[src/rtl/mem_copy_engine.sv]
// Block-copy client for one port of the shared memory: reads LEN words from SRC,
// buffers the returned data in a small FIFO and writes it back out starting at DST.
module mem_copy_engine #(
  parameter int DATA_WIDTH = 32,
  parameter int ADDR_WIDTH = 4,
  parameter int FIFO_DEPTH = 4
) (
  input  logic                  clk,
  input  logic                  rst_n,
  input  logic                  start,
  input  logic [ADDR_WIDTH-1:0] src,
  input  logic [ADDR_WIDTH-1:0] dst,
  input  logic [ADDR_WIDTH:0]   len,
  output logic                  busy,
  output logic                  done,
  output logic [ADDR_WIDTH-1:0] r_addr,
  output logic                  r_avalid,
  input  logic                  r_aready,
  input  logic                  r_dvalid,
  input  logic [DATA_WIDTH-1:0] r_data,
  output logic [ADDR_WIDTH-1:0] w_addr,
  output logic [DATA_WIDTH-1:0] w_data,
  output logic                  w_valid,
  input  logic                  w_ready
);
  localparam int PW = $clog2(FIFO_DEPTH);
  localparam int CW = ADDR_WIDTH + 1;
  localparam int FW = PW + 1;

  typedef enum logic [1:0] {IDLE, COPY, DONE} state_e;

  state_e                state_q;
  logic [ADDR_WIDTH-1:0] src_q, dst_q;
  logic [CW-1:0]         len_q, rd_cnt_q, rd_cnt_d, wr_cnt_q, wr_cnt_d;
  logic [FW-1:0]         inflight_q, inflight_d, count_q, count_d, remain;
  logic [PW-1:0]         wptr_q, rptr_q, rptr_d;
  logic [DATA_WIDTH-1:0] fifo_q [FIFO_DEPTH];
  logic                  busy_q, done_q, r_avalid_q, r_avalid_d, w_valid_q, w_valid_d;
  logic [ADDR_WIDTH-1:0] r_addr_q, r_addr_d, w_addr_q, w_addr_d;
  logic [DATA_WIDTH-1:0] w_data_q, w_data_d;
  logic                  r_acc, push, pop;

  assign busy     = busy_q;
  assign done     = done_q;
  assign r_addr   = r_addr_q;
  assign r_avalid = r_avalid_q;
  assign w_addr   = w_addr_q;
  assign w_data   = w_data_q;
  assign w_valid  = w_valid_q;

  always_comb begin
    r_acc      = r_avalid_q && r_aready;
    // Data with nothing outstanding is stale (e.g. from before a reset) and dropped.
    push       = r_dvalid && (inflight_q != '0);
    pop        = w_valid_q && w_ready;
    rd_cnt_d   = rd_cnt_q + CW'(r_acc);
    wr_cnt_d   = wr_cnt_q + CW'(pop);
    inflight_d = inflight_q + FW'(r_acc) - FW'(push);
    count_d    = count_q + FW'(push) - FW'(pop);
    rptr_d     = rptr_q + PW'(pop);
    remain     = count_q - FW'(pop);
    r_addr_d   = src_q + rd_cnt_d[ADDR_WIDTH-1:0];
    w_addr_d   = dst_q + wr_cnt_d[ADDR_WIDTH-1:0];
    // A pending read request already satisfied the credit check when it was raised.
    r_avalid_d = (r_avalid_q && !r_aready) ||
                 ((rd_cnt_d < len_q) &&
                  ((int'(inflight_d) + int'(count_d)) < FIFO_DEPTH));
    w_valid_d  = (w_valid_q && !w_ready) || (count_d != '0);
    // When the FIFO drains to empty this cycle, the new head is the word arriving now.
    if (w_valid_q && !w_ready)
      w_data_d = w_data_q;
    else if (remain == '0)
      w_data_d = r_data;
    else
      w_data_d = fifo_q[rptr_d];
  end

  always_ff @(posedge clk) begin
    if (push)
      fifo_q[wptr_q] <= r_data;
  end

  always_ff @(posedge clk or negedge rst_n) begin
    if (!rst_n) begin
      state_q    <= IDLE;
      src_q      <= '0;
      dst_q      <= '0;
      len_q      <= '0;
      rd_cnt_q   <= '0;
      wr_cnt_q   <= '0;
      inflight_q <= '0;
      count_q    <= '0;
      wptr_q     <= '0;
      rptr_q     <= '0;
      busy_q     <= 1'b0;
      done_q     <= 1'b0;
      r_avalid_q <= 1'b0;
      r_addr_q   <= '0;
      w_valid_q  <= 1'b0;
      w_addr_q   <= '0;
      w_data_q   <= '0;
    end else begin
      case (state_q)
        IDLE: begin
          if (start) begin
            src_q    <= src;
            dst_q    <= dst;
            len_q    <= len;
            rd_cnt_q <= '0;
            wr_cnt_q <= '0;
            r_addr_q <= src;
            w_addr_q <= dst;
            busy_q   <= 1'b1;
            if (len == '0) begin
              state_q <= DONE;
              done_q  <= 1'b1;
            end else begin
              state_q <= COPY;
            end
          end
        end
        COPY: begin
          rd_cnt_q   <= rd_cnt_d;
          wr_cnt_q   <= wr_cnt_d;
          inflight_q <= inflight_d;
          count_q    <= count_d;
          wptr_q     <= wptr_q + PW'(push);
          rptr_q     <= rptr_d;
          r_avalid_q <= r_avalid_d;
          r_addr_q   <= r_addr_d;
          w_valid_q  <= w_valid_d;
          w_addr_q   <= w_addr_d;
          w_data_q   <= w_data_d;
          if (wr_cnt_d == len_q) begin
            state_q    <= DONE;
            done_q     <= 1'b1;
            r_avalid_q <= 1'b0;
            w_valid_q  <= 1'b0;
          end
        end
        DONE: begin
          state_q <= IDLE;
          done_q  <= 1'b0;
          busy_q  <= 1'b0;
        end
        default: state_q <= IDLE;
      endcase
    end
  end
endmodule
[config.mk]
export PLATFORM = sky130hd
export DESIGN_NAME = mem_copy_engine
export DESIGN_NICKNAME = d
export VERILOG_FILES = /design/src/rtl/mem_copy_engine.sv
export SDC_FILE = /design/constraint.sdc
export NUM_CORES = 1
export LEC_CHECK = 0
export CAP_MARGIN = 20
export CORE_ASPECT_RATIO = 0.75
export CORE_MARGIN = 2
export CORE_UTILIZATION = 37
export CTS_CLUSTER_DIAMETER = 80
export DETAILED_ROUTE_END_ITERATION = 6
export PLACE_DENSITY_LB_ADDON = 0.05
export RECOVER_POWER = 50
export SYNTH_ARGS = -nofsm -noshare
export SYNTH_HDL_FRONTEND = slang
export SYNTH_SLANG_ARGS = --single-unit
[constraint.sdc]
create_clock -name clk -period 4.5 [get_ports clk]
set_input_delay 0.675 -clock clk [delete_from_list [all_inputs] [get_ports clk]]
set_output_delay 0.675 -clock clk [all_outputs]
set_load 0.03 [all_outputs]
==> results.toml <==
[critical_path]
crit_buf_inv = 4
critPathLaunchType = "input pin"
path_depth = 15
crit_fanout = 5
endpoint_kind = "flop"
required_ns = 4.90
rr_startpoint = "inflight_q[2]"
worstPathArrival_ns = 4.22
r2r_setup_slack_ns = 0.89
slowest_delay_ns = 0.60
r2r_cells = 14
path_delay_family = "adder cells"
crit_chain = "dlygate4sd3_1 > o31a_1 > inv_1 > ha_1 > inv_1 > ha_1 > inv_1 > fa_1 > xnor2_1 > xnor2_1 > ha_1 > or4_1 > a311oi_1 > o31ai_1 > a22oi_1"
path_class = "in -> reg"
r2r_end = "r_avalid"
critPathSlowestCell = "dlygate4sd3_1"

[place]
port_buffers = 94
gp_congestion = 0.7603
place_ws_ns = 0.2583
post-dp-hpwl_mm = 11.66
dpl.cell_count = 999
placed_cell_area_sq_mm = 0.01004

[sta]
fin_setup_tns_ns = 0
rsz0062_at_grt = "false"
hold_viol_final = 0
finalSetupViolCount = 0
relSlewSlack_pct = -97.62
finalCritPeriodShare_pct = 84.86
slew_violations = 49
clock_skew_ns = 0.009869
finalWorstSetupSlack_ns = 0.6813
min_period_ns = 3.819
holdWs_ns = 0.4651
fmax_ghz = 0.2619
worst_slew_pin_slew_ns = 2.964

[logic_synthesis]
synth_top_area_cell = "edfxtp_1"
synth_ff_type = "edfxtp_1"
synth_edf_count = 128
yosys-top-cells-area = "edfxtp_1 (44%), dfrtp_1 (23%), mux4_2 (8.2%)"
synth_seq_area_share_pct = 66.52
synth_nets = 698
syn_inst = 622
ys_seq_elements = 207
syn_area_per_cell_sq_um = 14.07
synth_commonest_cells = "nand2_1 (137), edfxtp_1 (128), dfrtp_1 (79)"
synthArstFlopShare_pct = 38.16
ys_warn_count = 0
syn_area_sq_mm = 0.008750
synth_top_area_share_pct = 43.93
synth.most_common_cell = "nand2_1"
yosysUniqueCellTypes = 47

[final_layout]
final_net_count = 800
fill_cells = 2058
finalNonFillerCells = 1042
syn_to_final_growth_pct = 23.37
drive_gt1_share_pct = 11.61
finalInstanceArea_sq_mm = 0.01079
fin_util_pct = 46.68

[die]
die_width_um = 181.6
die_area_sq_mm = 0.02491
num_io_pins = 95
chipHeight_um = 137.2
start_util_pct = 37.84
rows = 48
core_region_area_sq_mm = 0.02312

[global_routing]
grt_util_all_layers_pct = 15.76
grt_pass1_vias = 5336
grt_max_degree = 49
grt_pass1_wl_mm = 30.26
antenna_found_initial = 2
grt-ovfl-total = 0

[outcome]
violations = "capacitance limit, slew limit"
status = "finished with violations"

[cts]
clk_pin_slew_ns = 0.06
ctsResizeCount = 0
root_buffer = "clkbuf_16"
clk_latency_ns = 0.50
ctsHoldBuffers = 0
clock_path_buffers = 3
cts_setup_buffers = 0
cts_tree = "yes"
cts_max_level = 1
numCtsBuffers = 23
clkSinkCount = 207

[hold_path]
hold_start = "r_addr[0]"
min_to = "r_addr[0]"
hold_depth = 2
hold_path_class = "reg -> reg"

[power_and_ir_drop]
leakage_nw = 4.159
p_per_area_mw_per_mm2 = 790.3
power.total_mw = 8.531
max-vdd-ir-drop_v = 0.0003535

[detailed_routing]
wl_per_cell_um = 18.11
viasPerCell = 5.050
drt_iter0_markers = 325
vias = 5262
routed_wl_mm = 18.87
drt.antenna.violating_nets = 0
drc_errors = 0
first_pass_iters = 6

[flow_run]
cap_violations = 1
## worst max-delay path by stage
stage                              end  slack [ns]  startpoint
after global placement        r_avalid        0.33    r_dvalid
after CTS                     r_avalid        0.77    r_dvalid
after floorplan           fifo_q[2][0]        0.68    r_dvalid
after global routing          r_avalid        0.44    r_dvalid
after detailed placement      r_avalid        0.26    r_dvalid
final                         r_avalid        0.68    r_dvalid
## flip-flops by register name, summed over array words and instances, names as in the netlist, 4 cells and up
register and count:
r_addr 4, w_addr 4, wr_cnt_q 5, dst_q 4, rd_cnt_q 5, fifo_q 128, w_data 32, src_q 4
len_q 5
## routing by layer
| metal | global-route usage [%] | up-vias | wire length (um) |
|---|---|---|---|
| li1 | - | 2466 | - |
| met1 | 22.64 | 2646 | 8999 |
| met2 | 25.10 | 121 | 8658 |
| met3 | 2.881 | 27 | 834 |
| met4 | 3.839 | 2 | 366 |
| met5 | 0 | - | 8 |
## power breakdown
group          total (mW)  switching (mW)  internal [mW]
Combinational        3.69            2.11           1.57
Clock                1.90           0.724           1.17
Sequential           2.95           0.302           2.64
Total                8.53            3.14           5.39
## final cells by class
type | instances | area (sq um) | share of cell area [%]
flip-flops and latches | 207 | 5821 | 53.92
multi-input cells | 369 | 2748 | 25.46
repair buffers | 107 | 1022 | 9.470
clock buffers | 30 | 601.8 | 5.576
well taps | 300 | 375.4 | 3.477
clock inverters | 12 | 163.9 | 1.518
inverters | 16 | 60.06 | 0.5564
diodes | 1 | 2.502 | 0.02318
## layout by cell type, fill, tap and decap left out, types with 3 or more instances in the layout
cell type | netlist | routed
mux4_2 | 32 | 32
fa_1 | 4 | 4
and3_1 | 4 | 3
clkbuf_16 | 0 | 23
nand2b_1 | 3 | 3
dlygate4sd3_1 | 0 | 34
clkinv_2 | 0 | 3
a31oi_1 | 33 | 33
bufinv_16 | 0 | 4
nand2_1 | 137 | 137
clkbuf_1 | 9 | 10
xor2_1 | 11 | 11
ha_1 | 21 | 20
edfxtp_1 | 128 | 128
a21oi_1 | 5 | 5
nand3_1 | 10 | 10
inv_1 | 16 | 16
xnor2_1 | 12 | 12
clkinv_1 | 0 | 3
dfrtp_1 | 79 | 79
a22oi_1 | 6 | 6
buf_4 | 6 | 10
o31ai_1 | 3 | 3
clkdlybuf4s50_1 | 0 | 59
o21ai_0 | 12 | 12
nor2_1 | 43 | 42
xnor3_1 | 3 | 3
## worst reg2reg max path, cell delays in order, from the launching register on
cell	delay (ns)
dfrtp_1	0.41
o31a_1	0.35
inv_1	0.20
ha_1	0.27
inv_1	0.06
ha_1	0.13
inv_1	0.04
fa_1	0.37
xnor2_1	0.22
xnor2_1	0.18
ha_1	0.26
or4_1	0.51
a311oi_1	0.26
o31ai_1	0.12
a22oi_1	0.15
## cell families after synthesis
| family | Yosys count | synth area share, % |
|---|---|---|
| muxes | 32 | 8.237 |
| AOI/OAI and AO/OA | 73 | 5.563 |
| adders and majority gates | 25 | 3.918 |
| xor gates and xnor gates | 27 | 3.260 |
| and+or+nand+nor | 212 | 10.10 |
| DFF | 207 | 66.52 |
| buffers and inverters | 46 | 2.402 |
No activity file was read; power rests on OpenSTA's default activity.
